**src/rtl/generator_fifo_wrapper.sv**
```systemverilog
// generator_fifo_wrapper: incrementing-counter test-pattern source that feeds a
// synchronous show-ahead FIFO, which drives a packetised AXI4-Stream master.
// Reset is synchronous and active-high even though the port keeps its bus name.
module generator_fifo_wrapper #(
   parameter int DATA_SIZE  = 32,
   parameter int FIFO_DEPTH = 16,
   parameter int PACKET_LEN = 8
) (
   input  logic                     m00_axis_aclk,
   input  logic                     m00_axis_aresetn,
   input  logic                     m00_axis_enable,
   output logic [DATA_SIZE-1:0]     m00_axis_tdata,
   output logic [DATA_SIZE/8-1:0]   m00_axis_tstrb,
   output logic                     m00_axis_tvalid,
   output logic                     m00_axis_tlast,
   input  logic                     m00_axis_tready
);

   localparam int AW = $clog2(FIFO_DEPTH);
   localparam int PW = AW + 1;
   localparam int BW = (PACKET_LEN > 1) ? $clog2(PACKET_LEN) : 1;
   localparam logic [PW-1:0] DEPTH_C = PW'(FIFO_DEPTH);
   localparam logic [BW-1:0] LAST_C  = BW'(PACKET_LEN - 1);

   logic [DATA_SIZE-1:0] mem [FIFO_DEPTH];
   logic [DATA_SIZE-1:0] gen_value;
   logic [PW-1:0]        wr_ptr;
   logic [PW-1:0]        rd_ptr;
   logic [PW-1:0]        count;
   logic [BW-1:0]        beat_cnt;
   logic                 full;
   logic                 empty;
   logic                 wr_en;
   logic                 rd_en;
   logic                 rst;
   logic                 unused_ptr_msb;

   // Pointers run free over PW bits; only the low AW bits address memory,
   // so the wrap modulo FIFO_DEPTH is implicit.
   assign unused_ptr_msb = wr_ptr[AW] ^ rd_ptr[AW];

   assign rst   = m00_axis_aresetn;
   assign empty = (count == '0);
   assign full  = (count == DEPTH_C);
   assign wr_en = m00_axis_enable && !full;
   assign rd_en = m00_axis_tvalid && m00_axis_tready;

   // Show-ahead output: head entry visible while non-empty, zero otherwise
   always_comb begin
      m00_axis_tvalid = !empty;
      m00_axis_tdata  = empty ? '0 : mem[rd_ptr[AW-1:0]];
      m00_axis_tlast  = !empty && (beat_cnt == LAST_C);
      m00_axis_tstrb  = '1;
   end

   // Generator, FIFO bookkeeping and packet beat counter
   always_ff @(posedge m00_axis_aclk) begin
      if (rst) begin
         gen_value <= '0;
         wr_ptr    <= '0;
         rd_ptr    <= '0;
         count     <= '0;
         beat_cnt  <= '0;
      end else begin
         if (wr_en) begin
            wr_ptr    <= wr_ptr + PW'(1);
            gen_value <= gen_value + DATA_SIZE'(1);
         end
         if (rd_en) begin
            rd_ptr   <= rd_ptr + PW'(1);
            beat_cnt <= (beat_cnt == LAST_C) ? '0 : beat_cnt + BW'(1);
         end
         if (wr_en && !rd_en) begin
            count <= count + PW'(1);
         end else if (rd_en && !wr_en) begin
            count <= count - PW'(1);
         end
      end
   end

   // FIFO storage; not cleared on reset because empty masks stale entries
   always_ff @(posedge m00_axis_aclk) begin
      if (wr_en && !rst) begin
         mem[wr_ptr[AW-1:0]] <= gen_value;
      end
   end

endmodule

```
**config.mk**
```make
export PLATFORM = sky130hd
export DESIGN_NAME = generator_fifo_wrapper
export DESIGN_NICKNAME = d
export VERILOG_FILES = /design/src/rtl/generator_fifo_wrapper.sv
export SDC_FILE = /design/constraint.sdc
export NUM_CORES = 1
export LEC_CHECK = 0
export BUFFER_PORTS_ARGS = -buffer_cell sky130_fd_sc_hd__buf_4
export CAP_MARGIN = 25
export CORE_UTILIZATION = 56
export DETAILED_ROUTE_END_ITERATION = 8
export GPL_TIMING_DRIVEN = 0
export PLACE_DENSITY = 0.8
export SLEW_MARGIN = 15
export SYNTH_ARGS = -nofsm -noshare
export SYNTH_HDL_FRONTEND = slang
export SYNTH_SLANG_ARGS = --single-unit
```
**constraint.sdc**
```tcl
create_clock -name m00_axis_aclk -period 2.8 [get_ports m00_axis_aclk]
set_clock_uncertainty 0.05 [all_clocks]
set_input_delay 0.28 -clock m00_axis_aclk [delete_from_list [all_inputs] [get_ports m00_axis_aclk]]
set_output_delay 0.28 -clock m00_axis_aclk [all_outputs]
set_load 0.01 [all_outputs]
```
# Yosys cells after proc, flatten, opt, wreduce, memory -nomap -nowiden
# Memory sizes are Yosys's and may differ from the RTL's. A register that Yosys moved wholly into a read port is not among the register bits.
# Index checks and enable logic that the tools add are counted.
[word_totals]
ram_bits = 512
word_cells = 35
out_inout_bits = 38
register_bits = 50
memories = 1
input_bits = 4
[op_classes]
eq_ne = 2
mux = 8
n_addsub = 6
n_reduce_logical = 13
[mem_list]
columns = ["name", "words", "width", "read_ports", "rd_clocked_by_memory_dff", "write_ports", "line_no", "rtl"]
rows = [
  ["mem", 16, 32, 1, 1, 1, "25", "logic [DATA_SIZE-1:0] mem [FIFO_DEPTH];"],
]
[op_table]
columns = ["operator", "count"]
rows = [
  ["32-bit by 1-bit adder with 32-bit output (second input constant)", 1],
  ["32-bit 2-to-1 mux", 1],
  ["5-bit by 1-bit adder with 5-bit output (second input constant)", 3],
  ["5-bit 2-to-1 mux", 2],
  ["4-bit 2-to-1 mux", 2],
  ["1-bit logical AND", 6],
  ["5-bit equality test (second input constant)", 1],
  ["1-bit zero test", 5],
  ["5-bit zero test", 1],
  ["5-bit by 1-bit subtractor with 5-bit output (second input constant)", 1],
  ["3-bit by 1-bit adder with 3-bit output (second input constant)", 1],
  ["3-bit equality test (second input constant)", 1],
  ["3-bit 2-to-1 mux", 1],
  ["1-bit 2-to-1 mux", 2],
  ["2-bit nonzero test", 1],
]

# Depth between registers and ports, before layout
[logic_depth]
depth_word = 7
ltp_mapped = 11
mapped_depth_nobuf = 10

# Worst setup path after synthesis
# OpenSTA, ideal clock, no wires.
[synth_timing]
path_type = "register -> register"
startpoint = "register count[0]"
endpoint = "memory mem[12][0] (enable)"
path_stages_with_launch = 6
slack_ps = -106
synth_period_minus_slack_ps = 2906
arrival_ps = 2435
path_buffers = 1
required_ps = 2329
setup_ps = 421
cell_sequence = "dfxtp_1 > nor4_4 > a21oi_1 > buf_2 > nand2_1 > nor2_1"
[synth_between]
elab_chain_len = 6
[synth_lines]
columns = ["element", "line_no", "rtl"]
rows = [
  ["start, declared", "29", "logic [PW-1:0] count;"],
  ["start signal, assigned", "74", "count <= count + PW'(1);"],
  ["start signal, assigned", "76", "count <= count - PW'(1);"],
  ["5-bit equality test", "44", "assign full = (count == DEPTH_C);"],
  ["1-bit zero test", "45", "assign wr_en = m00_axis_enable && !full;"],
  ["1-bit logical AND", "45", ""],
  ["via wr_en", "33", "logic wr_en;"],
  ["1-bit logical AND", "83", "if (wr_en && !rst) begin"],
  ["1-bit 2-to-1 mux", "83", ""],
  ["1-bit 2-to-1 mux (not written as such)", "84", "mem[wr_ptr[AW-1:0]] <= gen_value;"],
  ["end, declared", "25", ""],
]
# The timed path passes the listed nets, and every way through them passes these cells.

==> results.md <==
* Post-synthesis register bit count at 564
* Area contributors post-synth: edfxtp_1 (70%), mux4_2 (13%), dfxtp_1 (4.7%), mux2i_1 (3.1%), nor2_1 (1.1%)
* Pin count of the biggest net entering global routing at 23
* WHS at 313 ps
* Origin of the critical flop-to-flop path: count[0]
* Gr usage total at 25.4%
* Post-route cell area at 25900 µm²
* CTS sink cnt at 564
* Worst setup SP type: flop
* GPL Wtd Cong at 0.755
* Worst path required time at 2470 ps
* Synth cell types at 43
* I/O pins at 42
* Least-Margin Pin Slew at 834 ps
* Clock period minus worst slack at 2790 ps
* Max incr delay on CP at 520 ps
* Post-DR wirelength/cell at 27.4 µm
* Final wirelength at 48.5 mm
* HP Start: m00_axis_enable
* Die Wd at 200 µm
* Seq. cell area at 16400 µm²
* CP cell instances: buf_12, buf_12, mux4_2, mux2i_1, o22ai_2, buf_4
* RSZ-0062 raised after global routing: true
* Nets at 1224
* Syn avg cell area at 20.3 µm²
* Port buffer count at 36
* Hold Violations, Final at 0
* Area post-placement at 23400 µm²
* CP dominant cell by count: buf_12
* Main synth FF type: edfxtp_1
* Full die area at 40000 µm²
* Initial Util at 56.8%
* CTS clk-pin slew, worst paths at 60 ps
* Final setup fails at 0
* TritonCTS clock tree: yes
* Clk root buf: clkbuf_16
* Row count at 72
* Die H at 200 µm
* Logic pwr share at 23.0%
* Vias in the first global route at 11600
* WP data arrival at 2460 ps
* Share of the synthesized area in the top cell type at 70.1%
* Post-DP HPWL at 28.5 mm
* Outcome: finished clean
* Clock power share at 33.7%
* Mapped Area at 21900 µm²
* Area delta synth->final at 17.9%
* Sequential share of the synthesized area at 74.8%
* Max Slew Vio Count at 0
* H-tree depth at 2
* DRT Pass-1 Iters at 5
* Worst R2R Setup Slack at 120 ps
* FMAX at 358 MHz
* Drt drc at 0
* Multi-input logic area at 5430 µm²
* Slowest CP cell: mux4_2
* Crit end category: output port
* Power per Cell Area at 846 nW/µm²
* Tightest Hold Check Type: primary input to flop
* Fill cells at 2332
* Final Util at 66.9%
* MaxCap Viol Count at 0
* Net switching power at 5.68 mW
* TritonCTS Buffers at 54
* Area leader, netlist: edfxtp_1
* Vias/cell at 6.33
* Via Count at 11200
* Slew margin rel. at 44.3%
* P_leak at 7.76 nW
* Total Power at 21.9 mW
* First-pass GRT wire length at 72.2 mm
* Drt initial violations at 1156
* Critical-path maximum fanout at 10
* Maximum VDD drop at 634 µV
* Worst skew pair latency at 600 ps
* Yosys Warn Count at 0
* Tcrit/Tclk final at 99.8%
* Grt ovf at 0
* Sequential Power Share at 43.2%
* Placed insts at 1657
* Final antenna-violating net count at 0
* Syn Inst Count at 1083
* Cell Int Power at 16.2 mW
* Asr flop ratio synth at 0%
* Number of synthesized flops with an enable pin at 512
* Core area at 38600 µm²
* Non-Filler Instances at 1772
* Sw Ratio at 25.9%
* Critical path class: flop to output port
* Layout cell share with drive strength beyond 1 at 30.8%
* Initial antenna violation count at 1
* Clock Path Buffers at 3
worst paths after layout:
kind                                          end  depth (start not counted)
worst max-delay path            m00_axis_tdata[3]                          6
worst min-delay path                gen_value[17]                          6
worst max register to register           count[4]                         10
worst min register to register        beat_cnt[1]                          2
synth_stat cells, types with 2 or more instances:
| master | number |
|---|---|
| edfxtp_1 | 512 |
| mux4_2 | 128 |
| mux2i_1 | 67 |
| nor2_1 | 66 |
| dfxtp_1 | 52 |
| o22ai_1 | 32 |
| buf_2 | 26 |
| xor2_1 | 26 |
| nand3_1 | 18 |
| nand2_1 | 16 |
| nand4_1 | 16 |
| clkbuf_1 | 15 |
| a21oi_1 | 13 |
| ha_1 | 12 |
| xnor2_1 | 12 |
| inv_1 | 11 |
| buf_1 | 9 |
| buf_4 | 8 |
| and3_1 | 5 |
| or3_1 | 5 |
| o21ai_0 | 4 |
| nor3_1 | 3 |
| nor4_1 | 3 |
| a21o_1 | 2 |
| buf_6 | 2 |
| nand2b_1 | 2 |
| nand4b_1 | 2 |
through the flow:
step / setup TNS (ps) / setup WS, ps
detailed placement: -211 / -211
global placement: -761030 / -1680
CTS: -0.795 / -0.795
global route: -346 / -67.5
finish: 0 / 5.88
floorplan: -35140 / -106
registers in the layout (all words and copies together), names as in the netlist, named ones only:
| signal | cells |
|---|---|
| mem | 512 |
| gen_value | 32 |
| count | 5 |
| rd_ptr | 4 |
| wr_ptr | 4 |
| beat_cnt | 3 |
layout by cell type (no fill, tap or decap), types with 19 or more instances in the layout:
cell type and instances:
edfxtp_1 512, mux4_2 128, buf_4 60, clkbuf_16 57, mux2i_1 54, nor2_1 50, dfxtp_1 48, o22ai_1 30
xor2_1 26, clkbuf_1 19
logic make-up (layout without fill, tap and decap cells):
group	after synthesis	after routing	share of synthesized area [%]
flip-flops	564	564	74.8
AND/OR/NAND/NOR	147	147	3.49
other	1	5	0.0171
multiplexers	195	195	16.2
adder cells (fa/ha/maj)	13	13	0.776
buffers and inverters	71	238	1.57
XOR/XNOR	38	38	1.52
AO/OA/AOI/OAI	54	54	1.59
metal layers:
layer | part of all wire, % | GRT usage (%)
met1 | 39 | 34.4
met2 | 50 | 41.5
met3 | 8.0 | 4.17
met4 | 3.2 | 10.2
met5 | 0 | 0
area by class of cell:
| cell class | instances | share of cell area (%) |
|---|---|---|
| diodes | 1 | 0.00968 |
| plain buffers | 60 | 2.41 |
| clock buffers | 80 | 6.28 |
| clock inverters | 22 | 0.760 |
| inverters | 11 | 0.160 |
| multi-input cells | 451 | 21.0 |
| flip-flops and latches | 564 | 63.5 |
| well taps | 518 | 2.51 |
| repair buffers | 65 | 3.39 |
critical path: cells and delay by family, from the launching register on:
kind                   cells  cell delay (ps)
DFF                        1              440
AOI/OAI and AO/OA          1              140
buffers and inverters      3              510
muxes                      2              770
repair_timing:
action                     CTS  global route
cloned                       2             0
setup endpoints to repair   33            24
pin swaps                    2             1
hold buffers                 1             0
buffers inserted             2             7
hold endpoints to repair     4             0
gates resized for setup    114            24
power by group through the flow:
stage	clock network, mW	logic [mW]	registers, mW
2_1_floorplan	0	2.83	9.55
3_3_place_gp	0	4.11	9.59
3_5_place_dp	0	4.25	9.60
4_1_cts	7.43	4.89	9.46
5_1_grt	7.74	5.38	9.48
6_report	7.38	5.04	9.46
Note: power is estimated with default switching activity, not from simulation.
